[config.mk]
export PLATFORM = sky130hd
export DESIGN_NAME = mem_dma_copier
export DESIGN_NICKNAME = d
export VERILOG_FILES = /design/src/rtl/mem_dma_copier.sv
export SDC_FILE = /design/constraint.sdc
export NUM_CORES = 1
export LEC_CHECK = 0
export BUFFER_PORTS_ARGS = -buffer_cell sky130_fd_sc_hd__buf_2
export CORE_ASPECT_RATIO = 1.5
export CORE_UTILIZATION = 40
export CTS_BUF_LIST = sky130_fd_sc_hd__clkbuf_4
export CTS_CLUSTER_DIAMETER = 100
export CTS_CLUSTER_SIZE = 28
export DETAILED_ROUTE_END_ITERATION = 12
export PLACE_DENSITY = 0.76
export REMOVE_ABC_BUFFERS = 1
export SETUP_SLACK_MARGIN = 0.05
export SLEW_MARGIN = 20
export SYNTH_ARGS = -nofsm -noshare
export SYNTH_HDL_FRONTEND = slang
export SYNTH_SLANG_ARGS = --single-unit
[constraint.sdc]
create_clock -name clk -period 5.8 [get_ports clk]
set_clock_uncertainty 0.15 [all_clocks]
set_input_delay 0.87 -clock clk [delete_from_list [all_inputs] [get_ports clk]]
set_output_delay 0.87 -clock clk [all_outputs]
set_load 0.05 [all_outputs]
[src/rtl/mem_dma_copier.sv]
`default_nettype none
// ============================================================================
//  Module   : mem_dma_copier
//  Purpose  : Bus initiator on the picorv32 native memory interface that
//             copies a block of 32-bit words from src to dst, strictly one
//             read followed by one write per word, ascending addresses.
//  Revision : 1.0  initial release
// ============================================================================
module mem_dma_copier #(
    parameter int CNT_W   = 16,
    parameter int TIMEOUT = 1024
) (
    input  logic             clk,
    input  logic             rst,
    input  logic             start_i,
    input  logic             abort_i,
    input  logic [31:0]      src_addr_i,
    input  logic [31:0]      dst_addr_i,
    input  logic [CNT_W-1:0] count_i,
    output logic             busy_o,
    output logic             done_o,
    output logic             aborted_o,
    output logic             error_o,
    output logic [CNT_W-1:0] words_done_o,
    output logic             mem_valid_o,
    output logic             mem_instr_o,
    input  logic             mem_ready_i,
    output logic [31:0]      mem_addr_o,
    output logic [31:0]      mem_wdata_o,
    output logic [3:0]       mem_wstrb_o,
    input  logic [31:0]      mem_rdata_i
);

    // Wait counter only needs to reach TIMEOUT-1; keep at least one bit.
    localparam int             TO_W    = (TIMEOUT < 2) ? 1 : $clog2(TIMEOUT);
    localparam logic [TO_W-1:0] TO_LAST = TO_W'((TIMEOUT > 0) ? TIMEOUT - 1 : 0);

    typedef enum logic [2:0] {
        S_IDLE   = 3'd0,
        S_READ   = 3'd1,
        S_GAP_R  = 3'd2,
        S_WRITE  = 3'd3,
        S_GAP_W  = 3'd4,
        S_FINISH = 3'd5
    } state_t;

    state_t           state_q, state_d;
    logic [31:0]      src_q, src_d;
    logic [31:0]      dst_q, dst_d;
    logic [CNT_W-1:0] remain_q, remain_d;
    logic [CNT_W-1:0] words_q, words_d;
    logic             busy_q, busy_d;
    logic             done_q, done_d;
    logic             aborted_q, aborted_d;
    logic             error_q, error_d;
    logic             abort_seen_q, abort_seen_d;
    logic             valid_q, valid_d;
    logic [31:0]      addr_q, addr_d;
    logic [31:0]      wdata_q, wdata_d;   // doubles as the read buffer
    logic [3:0]       wstrb_q, wstrb_d;
    logic [TO_W-1:0]  to_q, to_d;

    logic w_abort;
    logic w_to_hit;

    assign w_abort  = abort_seen_q | abort_i;
    assign w_to_hit = (TIMEOUT > 0) && (to_q == TO_LAST);

    // Next-state and registered-output computation for the copy sequencer.
    always_comb begin
        state_d      = state_q;
        src_d        = src_q;
        dst_d        = dst_q;
        remain_d     = remain_q;
        words_d      = words_q;
        busy_d       = busy_q;
        done_d       = 1'b0;
        aborted_d    = aborted_q;
        error_d      = error_q;
        abort_seen_d = abort_seen_q | (abort_i && (state_q != S_IDLE));
        valid_d      = valid_q;
        addr_d       = addr_q;
        wdata_d      = wdata_q;
        wstrb_d      = wstrb_q;
        to_d         = '0;

        case (state_q)
            S_IDLE: begin
                if (start_i) begin
                    src_d        = src_addr_i & 32'hFFFF_FFFC;
                    dst_d        = dst_addr_i & 32'hFFFF_FFFC;
                    remain_d     = count_i;
                    words_d      = '0;
                    aborted_d    = 1'b0;
                    error_d      = 1'b0;
                    abort_seen_d = 1'b0;
                    busy_d       = 1'b1;
                    if (count_i == '0) begin
                        state_d = S_FINISH;
                    end else begin
                        state_d = S_READ;
                        valid_d = 1'b1;
                        addr_d  = src_addr_i & 32'hFFFF_FFFC;
                        wstrb_d = 4'b0000;
                    end
                end
            end
            S_READ: begin
                if (mem_ready_i) begin
                    wdata_d = mem_rdata_i;
                    valid_d = 1'b0;
                    state_d = S_GAP_R;
                end else if (w_to_hit) begin
                    valid_d = 1'b0;
                    error_d = 1'b1;
                    state_d = S_FINISH;
                end else begin
                    to_d = to_q + 1'b1;
                end
            end
            S_GAP_R: begin
                if (w_abort) begin
                    aborted_d = 1'b1;
                    state_d   = S_FINISH;
                end else begin
                    valid_d = 1'b1;
                    addr_d  = dst_q;
                    wstrb_d = 4'b1111;
                    state_d = S_WRITE;
                end
            end
            S_WRITE: begin
                if (mem_ready_i) begin
                    valid_d  = 1'b0;
                    wstrb_d  = 4'b0000;
                    words_d  = words_q + 1'b1;
                    remain_d = remain_q - 1'b1;
                    src_d    = src_q + 32'd4;
                    dst_d    = dst_q + 32'd4;
                    state_d  = S_GAP_W;
                end else if (w_to_hit) begin
                    valid_d = 1'b0;
                    wstrb_d = 4'b0000;
                    error_d = 1'b1;
                    state_d = S_FINISH;
                end else begin
                    to_d = to_q + 1'b1;
                end
            end
            S_GAP_W: begin
                if (remain_q == '0) begin
                    state_d = S_FINISH;
                end else if (w_abort) begin
                    aborted_d = 1'b1;
                    state_d   = S_FINISH;
                end else begin
                    valid_d = 1'b1;
                    addr_d  = src_q;
                    wstrb_d = 4'b0000;
                    state_d = S_READ;
                end
            end
            S_FINISH: begin
                done_d  = 1'b1;
                busy_d  = 1'b0;
                state_d = S_IDLE;
            end
            default: begin
                state_d = S_IDLE;
                valid_d = 1'b0;
                busy_d  = 1'b0;
            end
        endcase
    end

    // State and output registers; reset takes effect immediately.
    always_ff @(posedge clk or posedge rst) begin
        if (rst) begin
            state_q      <= S_IDLE;
            src_q        <= '0;
            dst_q        <= '0;
            remain_q     <= '0;
            words_q      <= '0;
            busy_q       <= 1'b0;
            done_q       <= 1'b0;
            aborted_q    <= 1'b0;
            error_q      <= 1'b0;
            abort_seen_q <= 1'b0;
            valid_q      <= 1'b0;
            addr_q       <= '0;
            wdata_q      <= '0;
            wstrb_q      <= 4'b0000;
            to_q         <= '0;
        end else begin
            state_q      <= state_d;
            src_q        <= src_d;
            dst_q        <= dst_d;
            remain_q     <= remain_d;
            words_q      <= words_d;
            busy_q       <= busy_d;
            done_q       <= done_d;
            aborted_q    <= aborted_d;
            error_q      <= error_d;
            abort_seen_q <= abort_seen_d;
            valid_q      <= valid_d;
            addr_q       <= addr_d;
            wdata_q      <= wdata_d;
            wstrb_q      <= wstrb_d;
            to_q         <= to_d;
        end
    end

    assign busy_o       = busy_q;
    assign done_o       = done_q;
    assign aborted_o    = aborted_q;
    assign error_o      = error_q;
    assign words_done_o = words_q;
    assign mem_valid_o  = valid_q;
    assign mem_instr_o  = 1'b0;
    assign mem_addr_o   = addr_q;
    assign mem_wdata_o  = wdata_q;
    assign mem_wstrb_o  = wstrb_q;

endmodule
`default_nettype wire
After elaboration in Yosys (flattened, before gate mapping)
Index checks and enable logic that the tools add are counted.
W data, S select, Z words.
{"block": "op_classes", "addsub": 5, "eq_ne": 16, "mux": 57, "bitwise_logic": 4, "reduce_logical": 19}
{"cell": "$mux W32", "n": 9}
{"cell": "$pmux W32 S2", "n": 2}
{"cell": "$pmux W32 S3", "n": 1}
{"cell": "$add A32 B3 Y32 const B", "n": 2}
{"cell": "$mux W16", "n": 4}
{"cell": "$pmux W16 S2", "n": 2}
{"cell": "$logic_not A16 Y1", "n": 2}
{"cell": "$mux W10", "n": 3}
{"cell": "$mux W4", "n": 7}
{"cell": "$mux W3", "n": 8}
{"cell": "$add A16 B1 Y16 const B", "n": 1}
{"cell": "$pmux W4 S4", "n": 1}
{"cell": "$sub A16 B1 Y16 const B", "n": 1}
{"cell": "$mux W1", "n": 15}
{"cell": "$pmux W3 S5", "n": 1}
{"cell": "$ne A2 B2 Y1 const B", "n": 7}
{"cell": "$add A10 B1 Y10 const B", "n": 1}
{"cell": "$eq A10 B10 Y1 const B", "n": 1}
{"cell": "$reduce_and A7 Y1", "n": 1}
{"cell": "$eq A3 B2 Y1 const B", "n": 2}
{"cell": "$eq A3 B3 Y1 const B", "n": 2}
{"cell": "$reduce_and A3 Y1", "n": 2}
{"cell": "$reduce_and A6 Y1", "n": 1}
{"cell": "$reduce_bool A3 Y1", "n": 2}
{"cell": "18 further kinds", "n": 23}
{"block": "totals", "ff_bits": 183, "in_bits": 117, "out_inout_bits": 90, "elab_cells": 116}

Longest topological paths before layout
{"block": "depth", "word_depth": 5, "mapped_depth": 8, "mapped_depth_nobuf": 7}

Least setup slack after synthesis
No wires, ideal clock.
{"block": "synth_timing", "path_type": "input -> register", "startpoint": "in abort_i", "endpoint": "reg addr_q[20], in the netlist mem_addr_o[20]", "setup_ps": 125, "arrival_ps": 2257, "t_required_ps": 5525, "path_slack_ps": 3268, "cell_stages": 6, "path_buffers": 1, "path_cell_list": "nor2_1 or3_1 o31ai_4 a2111oi_4 buf_6 mux2_4"}
{"block": "synth_via", "elab_chain_cells": 3, "elab_cells_between_ends": 4, "classes_between": "eq/ne: 2; bitwise: 1; reduce/logical: 1"}
{"item": "start: declaration", "line_no": "16", "source": "input logic abort_i,"}
{"item": "$or A1 B1 Y1 *", "line_no": "66", "source": "assign w_abort = abort_seen_q | abort_i;"}
{"item": "$ne A2 B2 Y1 (no line)"}
{"item": "$reduce_and A6 Y1 (no line) *"}
{"item": "end signal: assignment", "line_no": "206", "source": "addr_q <= addr_d;"}
{"item": "end: declaration", "line_no": "58", "source": "logic [31:0] addr_q, addr_d;"}
Mark *: on every way between the ends. The rest lies on a longest branch, timed or not.
A chain may end at the register's enable or synchronous reset.

Worst setup path after layout
{"block": "layout_timing", "startpoint": "reg state_q[2]", "endpoint": "reg words_q[2], in the netlist words_done_o[2]"}
{"block": "layout_via", "elab_chain_cells": 3, "elab_cells_between_ends": 7, "classes_between": "eq/ne: 3; mux: 1; reduce/logical: 3"}
{"item": "start: declaration", "line_no": "47", "source": "state_t state_q, state_d;"}
{"item": "start signal: assignment", "line_no": "195", "source": "state_q <= state_d;"}
{"item": "$eq A3 B2 Y1 or $logic_not A3 Y1 (tied branches)", "line_no": "87", "source": "case (state_q)"}
{"item": "$ne A2 B2 Y1 (no line) or $reduce_bool A2 Y1 (tied branches)"}
{"item": "$reduce_and A3 Y1 (no line)"}
{"item": "end signal: assignment", "line_no": "199", "source": "words_q <= words_d;"}
{"item": "end: declaration", "line_no": "51", "source": "logic [CNT_W-1:0] words_q, words_d;"}
Parallel ways exist; a longest one is shown, timed or not.

==> run metrics <==
Final Hold Viols=0; drt pass-1 iters=5; GP Congestion=0.818; Die W=128 µm; Synth cell types=68; deepest clock path buffer count=2; Layout Nets=between 1k and 1.5k; Clk Latency, worst-skew pair=600 ps; Max-Cap Viols=0; TritonCTS buffer count=17; die area=24,500 µm²; Power Dens Cells=575 nW/µm²; asr flop ratio synth=100%; crit path DAT=3730 ps; Final setup viols=0; Worst setup EP type=flop; Syn Inst Count=1,020; Worst-path clk slew=150 ps; Seq/Total Area, Yosys=45.9%; Most used DFF post-synth=dfrtp_1; Max Fclk=294 MHz; All-Layer GR Usage=22.1%; WP data required=6120 ps; Period minus WS final=3410 ps; CP startpoint kind=flop; hold-fix buffers at CTS=0; Die Height=191 µm; YS warnings=0; CTS tree=built; Tightest Pin Transition=1200 ps; Max Slew Vio Count=0; DR vias=a little under 9k; vias in the first global route=8,335; Post-CTS Setup Inserts=0; max incr delay on CP=approximately 840 ps; post-CTS sizing=0; Total Wirelength=about 27,000 µm; initial core utilization=about two fifths; mean routed wirelength per cell=17.7 µm; number of antenna violations at the first check in global routing=5; Post-DP HPWL=around 19,000 µm; Top delay family on crit path=simple AND/OR/NAND/NOR gates; RSZ-0062 raised after global routing=no; Root Buffer=clkbuf_4; post-synthesis cell area=9550 µm²; worst path buffer plus inverter count=1; Power, Total=6.35 mW; grt ovf=0; crit-path cells=and3b_4, buf_4, and2_1, nand2_1, xor2_1, nor2_1; io pins=207; CP max FO=114; DRT iter0 DRCs=528; WS Path Type=reg -> reg; VDD IR-drop max=0.000303 V; FP Rows=68; CTS Sinks=roughly 180; critical path's slowest cell=buf_4; leading cell types in the layout, fill and taps excluded=buf_2 (201), dfrtp_1 (175), nand2_1 (105), a21oi_1 (100), o21ai_0 (59); Avg Inst Size Synth=9.36 µm²; Area growth, synth to finish=15.6%; vias per inst=5.72; Hold WC Path Type=in -> async; htree depth=4; layout cells sized above 1=25.4%; fin crit share=58.7%; Post-synth EDFFs=0; final setup TNS=0 ps; largest net degree at the start of global routing=115; DRC viols=0; commonest non-fill, non-tap cell in the layout=buf_2; #FFs+latches synth=around 180; total core area=23,200 µm²; IO buf count=201; Rel. slew slack=19.6%; antenna viol nets, final=0; status=completed; Hold Slack=306 ps; Pleak=about 5 nW; first-pass GRT wire length=42,600 µm
==> worst paths after layout <==
path	endpoint	cells past startpoint	from	slack [ps]
hold reg to reg	mem_wdata_o[5]	1	mem_wdata_o[5]	370
min in group clk	mem_wdata_o[28]	2	mem_rdata_i[28]	350
hold / removal	mem_wdata_o[27]	2	rst	310
setup / recovery	words_done_o[2]	6	state_q[2]	2390
setup reg to reg	words_done_o[2]	6	state_q[2]	2390
max in group asynchronous	mem_addr_o[1]	3	rst	3990
==> per-stage QoR <==
step	utilization [%]	cells	setup WS (ps)	instance area [µm²]
3_3_place_gp	46.3	1476	2500	10800
4_1_cts	47.5	1506	2440	11000
6_report	47.5	1512	2390	11000
3_5_place_dp	46.3	1476	2460	10800
5_1_grt	47.5	1508	2230	11000
2_1_floorplan	-	947	34.8	9220
==> synthesized netlist by cell type (24+ instances only) <==
master | instances | area share [%]
mux2_2 | 34 | 4.0
clkbuf_1 | 41 | 1.6
dfrtp_1 | 175 | 46
a22o_1 | 31 | 2.8
nand2_1 | 105 | 4.1
nor3_1 | 24 | 1.3
inv_1 | 39 | 1.5
nand3_1 | 48 | 2.5
mux2i_1 | 40 | 4.2
o21ai_0 | 59 | 3.1
nor2_1 | 51 | 2.0
nand4_1 | 25 | 1.6
a21oi_1 | 101 | 5.3
==> logic make-up after synthesis <==
| kind of cell | synth area share [%] |
|---|---|
| compound gates | 20.7 |
| xor+xnor | 1.74 |
| fa+ha+maj | 0.786 |
| buf+inv | 5.04 |
| flops | 45.9 |
| mux | 8.52 |
| other cells | 0.0393 |
| simple gates | 17.3 |
==> where the power goes <==
part | leakage (nW) | switching [mW] | internal (mW)
registers | 2.10 | 0.534 | 1.75
logic | 2.66 | 2.26 | 1.12
clock network | 0.152 | 0.433 | 0.259
==> final cells by class <==
| cell class | count | area [µm²] |
|---|---|---|
| Antenna cell | 6 | 15.0 |
| Clock buffer | 19 | 143 |
| Fill cell | 2206 | 12200 |
| Clock inverter | 11 | 120 |
| Sequential cell | 175 | 4380 |
| Tap cell | 315 | 394 |
| Timing Repair Buffer | 214 | 1100 |
| Inverter | 39 | 151 |
| Multi-Input combinational cell | 733 | 4740 |
==> sequential cells by signal, summed over array words and instances (netlist names) <==
name	cells
dst_q	30
abort_seen_q	1
done_o	1
error_o	1
words_done_o	16
aborted_o	1
mem_addr_o	31
mem_wdata_o	32
busy_o	1
state_q	3
mem_wstrb_o	1
remain_q	16
src_q	30
mem_valid_o	1
to_q	10
==> per-layer routing <==
layer / global-route usage (%) / wire length (µm)
met1: 26.0 / 10600
met2: 38.0 / 13700
met3: 4.48 / 1490
met4: 11.2 / 1010
met5: 0 / 0
==> worst reg2reg max path, stage by stage (launching register included) <==
cell	delay, ps
dfrtp_1	750
and3b_4	460
buf_4	840
and2_1	730
nand2_1	140
xor2_1	160
nor2_1	50
No activity file was read; power rests on OpenSTA's default activity.
